<file path="config.mk">
export PLATFORM = sky130hd
export DESIGN_NAME = fu_jump_pipe_flat
export DESIGN_NICKNAME = d
export VERILOG_FILES = /design/src/rtl/fu_jump_pipe_if.sv /design/src/rtl/fu_jump_pipe.sv /design/src/flat_wrapper.sv
export SDC_FILE = /design/constraint.sdc
export NUM_CORES = 1
export LEC_CHECK = 0
export ABC_CLOCK_PERIOD_IN_PS = 23800
export CORE_MARGIN = 2
export CORE_UTILIZATION = 55
export DETAILED_ROUTE_END_ITERATION = 7
export GPL_TIMING_DRIVEN = 0
export PLACE_DENSITY_LB_ADDON = 0.3
export SYNTH_ARGS = -nofsm -noshare
export SYNTH_HDL_FRONTEND = slang
export SYNTH_SLANG_ARGS = --single-unit
</file>
<file path="constraint.sdc">
create_clock -name clk -period 23.8 [get_ports clk]
set_clock_uncertainty 0.2 [all_clocks]
set_input_delay 7.14 -clock clk [delete_from_list [all_inputs] [get_ports clk]]
set_output_delay 7.14 -clock clk [all_outputs]
set_load 0.02 [all_outputs]
</file>
<file path="src/rtl/fu_jump_pipe_if.sv">
// fu_jump_pipe_if: issue, writeback and result bundle for the pipelined jump unit
interface fu_jump_pipe_if #(
  parameter int XLEN = 32,
  parameter int TAG_W = 4
);
  logic EN;
  logic ready;
  logic JALR;
  logic [2:0] cmp_ctrl;
  logic [XLEN-1:0] rs1_data;
  logic [XLEN-1:0] rs2_data;
  logic [XLEN-1:0] imm;
  logic [XLEN-1:0] PC;
  logic pred_taken;
  logic [XLEN-1:0] pred_target;
  logic [TAG_W-1:0] tag_in;
  logic flush;
  logic wb_ack;
  logic finish;
  logic [TAG_W-1:0] tag_out;
  logic cmp_res;
  logic [XLEN-1:0] PC_jump;
  logic [XLEN-1:0] PC_wb;
  logic mispredict;
  modport master (
    output EN, JALR, cmp_ctrl, rs1_data, rs2_data, imm, PC, pred_taken, pred_target, tag_in, flush, wb_ack,
    input ready, finish, tag_out, cmp_res, PC_jump, PC_wb, mispredict
  );
  modport slave (
    input EN, JALR, cmp_ctrl, rs1_data, rs2_data, imm, PC, pred_taken, pred_target, tag_in, flush, wb_ack,
    output ready, finish, tag_out, cmp_res, PC_jump, PC_wb, mispredict
  );
endinterface

</file>
<file path="src/rtl/fu_jump_pipe.sv">
// fu_jump_pipe: pipelined branch/JAL/JALR unit with back-pressure, flush and mispredict detection
module fu_jump_pipe #(
  parameter int XLEN = 32,
  parameter int LATENCY = 2,
  parameter int TAG_W = 4
) (
  input logic clk,
  input logic rst,
  fu_jump_pipe_if.slave bus
);
  typedef struct packed {
    logic v;
    logic jalr;
    logic [2:0] cc;
    logic [XLEN-1:0] rs1;
    logic [XLEN-1:0] rs2;
    logic [XLEN-1:0] imm;
    logic [XLEN-1:0] pc;
    logic pt;
    logic [XLEN-1:0] ptgt;
    logic [TAG_W-1:0] tag;
  } op_t;
  op_t st [LATENCY];
  op_t nxt [LATENCY];
  op_t f;
  logic [LATENCY-1:0] adv;
  logic room;
  logic [XLEN-1:0] tgt, link, jump;
  logic eq, lt, ltu, taken;
  // a stage may take new contents when it or any stage below it is empty, or the head is acknowledged
  always_comb begin
    room = bus.wb_ack;
    for (int k = LATENCY - 1; k >= 0; k--) begin
      room = room | ~st[k].v;
      adv[k] = room;
    end
  end
  assign bus.ready = adv[0];
  always_comb begin
    nxt[0] = '{v: bus.EN, jalr: bus.JALR, cc: bus.cmp_ctrl, rs1: bus.rs1_data, rs2: bus.rs2_data,
               imm: bus.imm, pc: bus.PC, pt: bus.pred_taken, ptgt: bus.pred_target, tag: bus.tag_in};
    for (int k = 1; k < LATENCY; k++) nxt[k] = st[k-1];
  end
  always_ff @(posedge clk) begin
    if (rst) for (int k = 0; k < LATENCY; k++) st[k] <= '0;
    else if (bus.flush) for (int k = 0; k < LATENCY; k++) st[k].v <= 1'b0;
    else for (int k = 0; k < LATENCY; k++) if (adv[k]) st[k] <= nxt[k];
  end
  assign f = st[LATENCY-1];
  always_comb begin
    tgt = (f.jalr ? f.rs1 : f.pc) + f.imm;
    tgt[0] = tgt[0] & ~f.jalr;
    link = f.pc + XLEN'(4);
    eq = f.rs1 == f.rs2;
    lt = $signed(f.rs1) < $signed(f.rs2);
    ltu = f.rs1 < f.rs2;
    taken = 1'b0;
    case (f.cc)
      3'b001: taken = eq;
      3'b010: taken = ~eq;
      3'b011: taken = lt;
      3'b100: taken = ~lt;
      3'b101: taken = ltu;
      3'b110: taken = ~ltu;
      3'b111: taken = 1'b1;
      default: taken = 1'b0;
    endcase
    jump = taken ? tgt : link;
  end
  assign bus.finish = f.v;
  assign bus.tag_out = f.v ? f.tag : '0;
  assign bus.cmp_res = f.v & taken;
  assign bus.PC_jump = f.v ? jump : '0;
  assign bus.PC_wb = f.v ? link : '0;
  assign bus.mispredict = f.v & ((taken != f.pt) | (jump != f.ptgt));
endmodule

</file>
<file path="src/flat_wrapper.sv">
// flat-port wrapper written by rule: the top's interface ports become plain ports
module fu_jump_pipe_flat 
#(
  parameter int XLEN = 32,
  parameter int LATENCY = 2,
  parameter int TAG_W = 4
)
  (clk, rst, bus_EN, bus_JALR, bus_cmp_ctrl, bus_rs1_data, bus_rs2_data, bus_imm, bus_PC, bus_pred_taken, bus_pred_target, bus_tag_in, bus_flush, bus_wb_ack, bus_ready, bus_finish, bus_tag_out, bus_cmp_res, bus_PC_jump, bus_PC_wb, bus_mispredict);
  fu_jump_pipe_if #(.XLEN(XLEN), .TAG_W(TAG_W)) bus_i ();
  input logic clk;
  input logic rst;
  input wire logic [$bits(bus_i.EN)-1:0] bus_EN;
  input wire logic [$bits(bus_i.JALR)-1:0] bus_JALR;
  input wire logic [$bits(bus_i.cmp_ctrl)-1:0] bus_cmp_ctrl;
  input wire logic [$bits(bus_i.rs1_data)-1:0] bus_rs1_data;
  input wire logic [$bits(bus_i.rs2_data)-1:0] bus_rs2_data;
  input wire logic [$bits(bus_i.imm)-1:0] bus_imm;
  input wire logic [$bits(bus_i.PC)-1:0] bus_PC;
  input wire logic [$bits(bus_i.pred_taken)-1:0] bus_pred_taken;
  input wire logic [$bits(bus_i.pred_target)-1:0] bus_pred_target;
  input wire logic [$bits(bus_i.tag_in)-1:0] bus_tag_in;
  input wire logic [$bits(bus_i.flush)-1:0] bus_flush;
  input wire logic [$bits(bus_i.wb_ack)-1:0] bus_wb_ack;
  output wire logic [$bits(bus_i.ready)-1:0] bus_ready;
  output wire logic [$bits(bus_i.finish)-1:0] bus_finish;
  output wire logic [$bits(bus_i.tag_out)-1:0] bus_tag_out;
  output wire logic [$bits(bus_i.cmp_res)-1:0] bus_cmp_res;
  output wire logic [$bits(bus_i.PC_jump)-1:0] bus_PC_jump;
  output wire logic [$bits(bus_i.PC_wb)-1:0] bus_PC_wb;
  output wire logic [$bits(bus_i.mispredict)-1:0] bus_mispredict;
  assign bus_i.EN = bus_EN;
  assign bus_i.JALR = bus_JALR;
  assign bus_i.cmp_ctrl = bus_cmp_ctrl;
  assign bus_i.rs1_data = bus_rs1_data;
  assign bus_i.rs2_data = bus_rs2_data;
  assign bus_i.imm = bus_imm;
  assign bus_i.PC = bus_PC;
  assign bus_i.pred_taken = bus_pred_taken;
  assign bus_i.pred_target = bus_pred_target;
  assign bus_i.tag_in = bus_tag_in;
  assign bus_i.flush = bus_flush;
  assign bus_i.wb_ack = bus_wb_ack;
  assign bus_ready = bus_i.ready;
  assign bus_finish = bus_i.finish;
  assign bus_tag_out = bus_i.tag_out;
  assign bus_cmp_res = bus_i.cmp_res;
  assign bus_PC_jump = bus_i.PC_jump;
  assign bus_PC_wb = bus_i.PC_wb;
  assign bus_mispredict = bus_i.mispredict;
  fu_jump_pipe #(.XLEN(XLEN), .LATENCY(LATENCY), .TAG_W(TAG_W)) u_core (.clk(clk), .rst(rst), .bus(bus_i));
endmodule
</file>
==> flow_summary.ini <==
[critical_path]
worst_r2r_endpoint = u_core.st[0][23]$_SDFFCE_PN0P_
worstRegToRegCells = 8
worst_setup_path_end_kind = output port
critPathMaxFanout = 10
crit_type = in2out
cp-start-kind = primary input
r2r-start = u_core.st[0][339]$_SDFFCE_PN0P_
cp.required_ns = 16.46
reg2reg_slack_ns = 19.35
cp.arrival_ns = 9.86

[timing]
rsz0062_at_grt = false
fmax_ghz = 0.0581
slew_violations = 0
slew_headroom_pct = 15.2
period_needed_ns = 17.20
finalSetupViolations = 0
finalHoldViolCount = 0
timing.hold.ws_ns = 0.333
min_period_over_period_pct = 72.3
worst_pin_slew_ns = 1.27
fin_tns_setup_ns = 0

[synth]
synth.area.top_cells = edfxtp_1, and3_1, ha_1
synth_warnings = 0
synthesis.nets = 1776
synth_edf_count = 340
ys_seq_elements = 340
synthFlopType = edfxtp_1
avgSynthCellArea_sq_um = 11.7
seq_area_frac_synth_pct = 56.6
synth_area_sq_um = 18000
synth-async-reset-ratio_pct = 0
yosys.cell_types.count = 70
synth_top_area_share_pct = 56.6
synth_area_leader_cell = edfxtp_1
syn_inst = 1537

[place]
io_buffers = 245
gp_congestion = 0.959
placed_area_sq_um = 21300
hpwl_um = 41000

[finish]
drive_above_1_share_pct = 5.93
top_register = u_core.st
largest_reg_flops = 340
antenna_cells = 0
reg.largest.list = u_core.st (340)
final_cell_area_sq_um = 22400
multi_input_area_sq_um = 7240
synthToLayoutAreaGrowth_pct = 24.1
nFillCells = 2380
seqCellArea_sq_um = 10200
layout_common_cells = and3_1, edfxtp_1, clkdlybuf4s50_1, clkbuf_1, nor2_1
layout.cells.most_common = and3_1
nets = 2068

[power]
ir_drop_mv = 0.0664
pwr_density_cell_nw_per_um2 = 67.5
p_leak_nw = 9.58

[floorplanning]
dieArea_sq_um = 34200
die_y_um = 185
initial_utilization_pct = 55.7
coreArea_sq_um = 32400
num_rows = 66
fp.dieW_um = 185
boundaryPins = 246

[clocking]
clk_path_buf_depth = 3
cts_buffers = 37
cts_resized = 0
clk_latency_ns = 0.54
cts_setup_buffers = 0
clk_pin_slew_ns = 0.06
cts_sinks = 340
htreeDepth = 2
cts_tree = built
cts-hold-fix-buffers = 0
clockRootBuffer = clkbuf_16

[hold_path]
holdCritPathClass = reg2reg
min_to = u_core.st[0][309]$_SDFFCE_PN0P_
min_from = u_core.st[0][139]$_SDFFCE_PN0P_
holdPathStages = 1

[route]
routed.top_layer = met4
antenna_left = 0
wl_met3_um = 3780
routed_via_density = 5.94
wl_um = 53400
met2_length_um = 26400
route.detailed.drc = 0
met1_length_um = 21200
drt_iter0_drc = 1694
drtPass1Iterations = 5
wire_per_inst_um = 23.2
vias = 13600

[run_status]
status = finished clean

[grt]
grt_overflow = 0
grt_pass1_vias = 13500
track_usage_pct = 31.0
grt_max_degree = 78
antenna_found_initial = 0
grt_pass1_wl_um = 78300

[job]
max-cap-violations = 0
[critical path: stages]
cell             delay [ns]
clkdlybuf4s50_1        0.49
nor2_1                 0.11
nand2_1                0.31
clkbuf_1               0.67
clkbuf_1               0.43
clkdlybuf4s50_1        0.70
[per-layer routing]
layer  GRT usage, %  vias up
li1               -     6344
met1           41.2     6545
met2           53.1      657
met3           3.36      100
met4           11.2        0
met5              0        -
[worst max-delay path by stage]
| stage | start | to | slack, ns |
|---|---|---|---|
| after global placement | bus_wb_ack | u_core.st[0][202]$_SDFFCE_PN0P_ | 4.33 |
| final | bus_wb_ack | bus_ready | 6.60 |
| after global routing | bus_wb_ack | bus_ready | 6.47 |
| after detailed placement | bus_wb_ack | bus_ready | 6.58 |
| after CTS | bus_wb_ack | bus_ready | 6.64 |
| after floorplan | bus_wb_ack | u_core.st[0][170]$_SDFFCE_PN0P_ | 7.89 |
[power breakdown]
part / switching (W) / internal, W
registers: 0.0000243 / 0.000703
clock network: 0.000235 / 0.000307
logic: 0.000131 / 0.000109
total: 0.000391 / 0.00112
[area by class of cell]
type,instances,area share (%)
Multi-Input combinational cell,1042,32.4
Timing Repair Buffer,253,11.8
Clock buffer,49,4.43
Inverter,46,0.772
Buffer,109,1.89
Tap cell,442,2.47
Clock inverter,15,0.598
Sequential cell,340,45.6
[synth_stat cells, types with 3 or more instances]
cell type  instances
o22ai_1            5
nand2_1           57
o211ai_1           4
mux2_2            30
inv_1             45
edfxtp_1         340
xor2_1            38
and4_1             6
xor3_1             5
o21ai_0           28
nor4b_1            4
nand2b_1           5
or2_2              4
nor3_1            20
a21oi_1           70
buf_2              5
o21ai_1            3
nor4_1            11
and2_1            12
a21o_1            14
nor2b_1            4
xnor2_1           59
o21bai_1           6
nor2_1           101
and3_1           350
ha_1              64
mux2i_1            7
a211oi_1           7
nand3_1           25
o2bb2ai_1          3
a2111oi_0          4
or3_1             13
o21a_1             5
clkbuf_1         103
a211o_1            3
a31oi_1            5
xnor3_1            8
a221oi_1           4
nand4_1           20
[through the flow]
stage / setup slack [ns] / utilization, % / cells / power (W)
floorplan: 7.89 / - / 1537 / 0.000880
global placement: 4.33 / 65.0 / 2224 / 0.000972
detailed placement: 6.58 / 65.7 / 2232 / 0.000975
CTS: 6.64 / 69.1 / 2296 / 0.00151
global route: 6.47 / 69.1 / 2296 / 0.00156
finish: 6.60 / 69.1 / 2296 / 0.00151
[cells by family after synthesis]
group	after synthesis	share of synthesized area, %
AO/OA/AOI/OAI	188	6.86
XOR/XNOR	110	6.37
adder cells (fa/ha/maj)	65	4.55
buffers and inverters	155	3.30
flip-flops	340	56.6
multiplexers	37	2.26
AND/OR/NAND/NOR	642	20.0
Power figures use the tool's default switching activity.
